[src/rtl/fetch_unit_pkg.sv]
// fetch_unit_pkg
//   Shared constants for the instruction fetch stage: fetch FSM state
//   encodings, the NOP opcode forced onto the decoder while nothing valid is
//   held, and the word-select bit that forms the low bit of the memory
//   word address.
package fetch_unit_pkg;

  // Fetch FSM state encodings
  localparam logic [1:0] F_OPC = 2'd0;
  localparam logic [1:0] F_IMM = 2'd1;
  localparam logic [1:0] READY = 2'd2;

  // Opcode presented to the decoder when no valid instruction is held
  localparam logic [15:0] NOP_OPC = 16'h0000;

  // Low bit of imem_addr: which half of the instruction pair is requested
  localparam logic OPC_WORD = 1'b0;
  localparam logic IMM_WORD = 1'b1;

endpackage : fetch_unit_pkg

[src/rtl/fetch_unit.sv]
// fetch_unit
//   Instruction fetch stage in front of the core decoder. Owns the program
//   counter, fetches each instruction as an opcode word followed by an
//   immediate word, presents the pair to the decoder and retires it on
//   pc_inc / pc_ie. A NOP is forced onto instr while no complete pair is held.
//
// Ports
//   clk, rst        core clock, synchronous active-high reset
//   imem_req/addr   instruction memory request, word address {pc, word_sel}
//   imem_ack/rdata  request completion and read data (same cycle)
//   instr, imm      opcode word (NOP when invalid) and immediate word
//   instr_valid     instr/imm hold a complete fetched instruction
//   pc, pc_next     PC of the presented instruction and pc+1 (wrapping)
//   pc_inc, pc_ie   decoder retire: sequential advance / load pc_in
//   pc_in           jump target
//
// State table
//   state | meaning
//   F_OPC | requesting opcode word {pc,0}
//   F_IMM | requesting immediate word {pc,1}
//   READY | pair held and presented, waiting for decoder to retire it
module fetch_unit
  import fetch_unit_pkg::*;
#(
  parameter int              PC_W     = 16,
  parameter logic [PC_W-1:0] RESET_PC = '0
) (
  input  logic            clk,
  input  logic            rst,
  output logic            imem_req,
  output logic [PC_W:0]   imem_addr,
  input  logic            imem_ack,
  input  logic [15:0]     imem_rdata,
  output logic [15:0]     instr,
  output logic [15:0]     imm,
  output logic            instr_valid,
  output logic [PC_W-1:0] pc,
  output logic [PC_W-1:0] pc_next,
  input  logic            pc_inc,
  input  logic            pc_ie,
  input  logic [PC_W-1:0] pc_in
);

  logic [1:0]      state_q, state_d;
  logic [PC_W-1:0] pc_q, pc_d;
  logic [15:0]     opc_q, opc_d;
  logic [15:0]     imm_q, imm_d;
  logic            word_sel;
  logic [PC_W-1:0] pc_plus1;

  assign pc_plus1 = pc_q + {{(PC_W-1){1'b0}}, 1'b1};

  always_comb begin
    state_d  = state_q;
    pc_d     = pc_q;
    opc_d    = opc_q;
    imm_d    = imm_q;
    imem_req = 1'b0;
    word_sel = OPC_WORD;

    case (state_q)
      F_OPC: begin
        imem_req = 1'b1;
        word_sel = OPC_WORD;
        if (imem_ack) begin
          opc_d   = imem_rdata;
          state_d = F_IMM;
        end
      end

      F_IMM: begin
        imem_req = 1'b1;
        word_sel = IMM_WORD;
        if (imem_ack) begin
          imm_d   = imem_rdata;
          state_d = READY;
        end
      end

      READY: begin
        // A jump wins over a sequential advance when the decoder raises both.
        if (pc_ie) begin
          pc_d    = pc_in;
          state_d = F_OPC;
        end else if (pc_inc) begin
          pc_d    = pc_plus1;
          state_d = F_OPC;
        end
      end

      default: begin
        state_d = F_OPC;
      end
    endcase
  end

  // Reset wins over everything, including an ack landing in the same cycle.
  always_ff @(posedge clk) begin
    if (rst) begin
      state_q <= F_OPC;
      pc_q    <= RESET_PC;
      opc_q   <= '0;
      imm_q   <= '0;
    end else begin
      state_q <= state_d;
      pc_q    <= pc_d;
      opc_q   <= opc_d;
      imm_q   <= imm_d;
    end
  end

  assign imem_addr   = {pc_q, word_sel};
  assign instr_valid = (state_q == READY);
  assign instr       = instr_valid ? opc_q : NOP_OPC;
  assign imm         = imm_q;
  assign pc          = pc_q;
  assign pc_next     = pc_plus1;

endmodule : fetch_unit

[config.mk]
export PLATFORM = sky130hd
export DESIGN_NAME = fetch_unit
export DESIGN_NICKNAME = d
export VERILOG_FILES = /design/src/rtl/fetch_unit_pkg.sv /design/src/rtl/fetch_unit.sv
export SDC_FILE = /design/constraint.sdc
export NUM_CORES = 1
export LEC_CHECK = 0
export CORE_MARGIN = 1.5
export CORE_UTILIZATION = 46
export CTS_CLUSTER_DIAMETER = 200
export CTS_CLUSTER_SIZE = 28
export DETAILED_ROUTE_END_ITERATION = 8
export HOLD_SLACK_MARGIN = 0.15
export MAX_ROUTING_LAYER = met4
export PLACE_DENSITY = 0.94
export SLEW_MARGIN = 40
export SYNTH_ARGS = -nofsm -noshare
export SYNTH_HDL_FRONTEND = slang
export SYNTH_SLANG_ARGS = --single-unit
[constraint.sdc]
create_clock -name clk -period 3.5 [get_ports clk]
set_input_delay 0.7 -clock clk [delete_from_list [all_inputs] [get_ports clk]]
set_output_delay 0.7 -clock clk [all_outputs]
set_load 0.03 [all_outputs]
Word level (Yosys, flattened, before mapping)
Cells that the tools add are included.
Storage, ports and cells
  register bits: 50
  word-level logic and storage cells: 27
Cells by class
  $add $sub $neg: 1
  equality and inequality tests: 5
  multiplexer cells: 10
  reduce and logical (&&, ||, !) cells: 7
Operators by type and width (count)
  $mux W16: 3
  $add A16 B1 Y16 const B: 1
  $mux W2: 4
  $pmux W2 S3: 1
  $reduce_and A2 Y1: 3
  $ne A2 B2 Y1 const B: 2
  $ne A3 B1 Y1 const B: 1
  $reduce_and A3 Y1: 1
  $eq A2 B1 Y1 const B: 1
  $eq A2 B2 Y1 const B: 1
  $logic_not A2 Y1: 1
  $mux W1: 2
  $reduce_bool A2 Y1: 1
  $reduce_or A2 Y1: 1

Longest topological paths before layout
  word-level depth: 3
  depth in mapped cells: 7
  gate-level depth less buffers: 5

Worst setup path before layout
Ideal clock, no wire load.
  path type: flip-flop to output port
  start: register pc_q[0], in the netlist pc[0]
  end: output port pc_next[14]
  data arrival time: 1965 ps
  required time: 2800 ps
  setup slack: 835 ps
  cell stages (with the launch flop): 5
  cell sequence: dfxtp_1 > ha_1 > nand4_1 > nor4_1 > xor2_1
On the way
  longest elaborated chain between the ends: 1
RTL lines
  start: declaration: line fetch_unit.sv:45  | logic [PC_W-1:0] pc_q, pc_d;
  start signal: assignment: line fetch_unit.sv:106  | pc_q <= pc_d;
  $add A16 B1 Y16: line fetch_unit.sv:51  | assign pc_plus1 = pc_q + {{(PC_W-1){1'b0}}, 1'b1};
  end: declaration: line fetch_unit.sv:38  | output logic [PC_W-1:0] pc_next,
No other way between the ends.

Worst setup path in the final report
  start: register pc_q[4], in the netlist pc[4]
  end: output port pc_next[11]
The elaborated chain is that of the path after synthesis.

==> results.yml <==
yosys:
  synthMuxAreaShare_pct: 0.737
  synth_top_family_by_area: "simple AND/OR/NAND/NOR gates"
  syn_area_per_cell_sq_um: 7.59
  synth_xor_area_share_pct: 4.19
  yosys-top-cells-area: "dfxtp_1 (37%), nand2_1 (11%), a21oi_1 (7.6%)"
  yosysTopAreaCellShare_pct: 36.8
  ys.flop_type: "dfxtp_1"
  synth_edf_count: 0
  synth_async_sr_flop_share_pct: 0
  synth-seq-cells: 50
  syn_area_sq_um: 2720
  yosys.area_share.simple_pct: 29.3
  yosysWarnings: 0
  synth_cells: 358
  ys_seq_area_share_pct: 36.8
  syn_nets: 396
  yosys.cell_types.count: 48
  synth_compound_area_share_pct: 16.9
  synth_fa_ha_area_share_pct: 0.460
  yosysTopAreaCell: "dfxtp_1"
min_path:
  hold_class: "reg -> reg"
finish:
  fin_cells: 512
  drive_above_1_share_pct: 3.86
  antenna_cells: 0
  final_util_pct: 68.4
  final_nets: 477
  area_growth_pct: 41.1
  fin_area_sq_um: 3830
timing:
  fin_crit_sh_pct: 94.4
  setup_viol: 0
  whs_ns: 0.454
  max_freq_mhz: 303
  relSlewSlack_pct: 52.3
  drv_slew: 0
  period_needed_ns: 3.31
  final.setup.tns_ns: 0
  rsz0062_at_grt: "no"
  final_hold_viol_count: 0
  fin_ws_ns: 0.195
  finClkSkew_ns: 0.00405
  worstMarginPinSlew_ns: 0.715
clock_tree:
  hold_buffers: 0
  cts.path.max_buffers: 2
  htree_num_levels: 2
  clkTransAtPathRegs_ns: 0.09
  tritoncts: "yes"
  clock_sinks: 50
  clockRootBuffer: "clkbuf_8"
  clock_latency_ns: 0.30
  post_cts_resized: 0
  post-cts-setup-buffers: 0
  cts-buffers-inserted: 5
critical_path:
  crit_path_cell_trace: "and3_1, nand3_4, or4_1, nand2_1, clkdlybuf4s50_1"
  critical_path_class: "reg -> out"
  path_delay_family: "simple AND/OR/NAND/NOR gates"
  cp_slowest_cell: "clkdlybuf4s50_1"
  end_kind: "output pin"
  slowest_delay_ns: 0.67
  critPathRequiredTime_ns: 2.80
  worstPathMaxFanout: 10
  crit_arrival_ns: 2.61
  cp-start-kind: "flop"
  crit_buf_inv: 1
power_and_ir_drop:
  p_leak_nw: 1.36
  irDropWorstVdd_v: 0.000258
  powerDensity_nw_per_um2: 336
  totalPowerFinal_mw: 1.29
placed_design:
  placedCellCount: 504
  place_ws_ns: 0.532
  portBuffers: 119
  hpwl_mm: 5.81
  gp_congestion: 0.971
  placed_cell_area_sq_um: 3720
floorplanning:
  die_h_um: 79.9
  io-pin-count: 120
  dieArea_sq_um: 6380
  row_count: 27
  die_w_um: 79.9
  initial_core_util_pct: 48.5
  fp.coreArea_sq_um: 5610
routing:
  wl_per_cell_um: 15.7
  drc: 0
  wl_mm: 8.04
  routed_via_density: 5.64
  antenna_left: 0
  first_pass_iters: 6
  drt-initial-drc-count: 252
  vias: 2886
global_route:
  grt_use_total_pct: 26.5
  grt_pass1_wl_mm: 12.9
  grt-ovfl-total: 0
  antenna_found_initial: 0
  grt_max_degree: 53
  grt_pass1_vias: 2785
outcome:
  status: "completed"
flow_run:
  maxCapViolations: 0
[worst paths after layout]
path | slack (ns) | from | endpoint | depth (start not counted)
worst max register to register | 1.31 | state_q[0]$_SDFFE_PP0P_ | pc[11]$_SDFFE_PP0P_ | 5
worst min register to register | 0.45 | opc_q[0]$_SDFFE_PP0P_ | opc_q[0]$_SDFFE_PP0P_ | 2
worst min-delay path | 0.45 | opc_q[0]$_SDFFE_PP0P_ | opc_q[0]$_SDFFE_PP0P_ | 2
worst max-delay path | 0.19 | pc[4]$_SDFFE_PP0P_ | pc_next[11] | 5
[area by class of cell]
cell class	instances	area [sq um]
Fill cell	476	1770
Multi-Input combinational cell	253	1400
Timing Repair Buffer	120	1200
Sequential cell	50	1000
Tap cell	72	90.1
Clock buffer	6	72.6
Clock inverter	2	37.5
Inverter	9	33.8
[cell usage in the layout, fill, tap and decap left out, types with 5 or more instances in the layout]
master,n
nand2_1,78
xnor2_1,7
inv_1,8
clkdlybuf4s50_1,118
nor4_1,6
nand3_1,11
and2_1,16
nand4_1,9
a21oi_1,41
xor2_1,6
a31oi_1,6
clkbuf_8,5
nor3_1,6
nor2_1,13
o21ai_0,9
and4_1,5
dfxtp_1,50
and3_1,6
[cells by family (layout without fill, tap and decap cells)]
family / Yosys count / count (layout)
flip-flops: 50 / 50
AO/OA/AOI/OAI: 76 / 76
AND/OR/NAND/NOR: 161 / 161
adder cells (fa/ha/maj): 1 / 1
XOR/XNOR: 13 / 13
buffers and inverters: 55 / 137
multiplexers: 2 / 2
[registers in the layout, indices dropped and copies added (netlist names)]
name and cells:
imm 16, opc_q 16, pc 16, state_q 2
[worst min-delay path: cells and delay by family, from the launching register on]
family           cells  cell delay (ns)
AO/OA/AOI/OAI        1             0.05
flip-flops           1             0.32
AND/OR/NAND/NOR      1             0.05
[synth_stat cells, types with 5 or more instances]
library cell  count
nand2_1          78
dfxtp_1          50
a21oi_1          41
buf_4            21
and2_1           16
clkbuf_1         14
nor2_1           13
nand3_1          11
nand4_1           9
o21ai_0           9
buf_2             8
inv_1             8
xnor2_1           7
a31oi_1           6
and3_1            6
nor3_1            6
nor4_1            6
xor2_1            6
and4_1            5
[where the power goes]
| group | switching [mW] | internal, mW |
|---|---|---|
| clock network | 0.194 | 0.214 |
| registers | 0.0236 | 0.597 |
| logic | 0.150 | 0.112 |
| total | 0.367 | 0.922 |
[metal layers]
layer	share of wire, %	GRT usage, %
met4	2.1	8.97
met5	0	-
met3	9.7	6.63
met1	39	30.1
met2	50	45.7
Power figures use the tool's default switching activity.
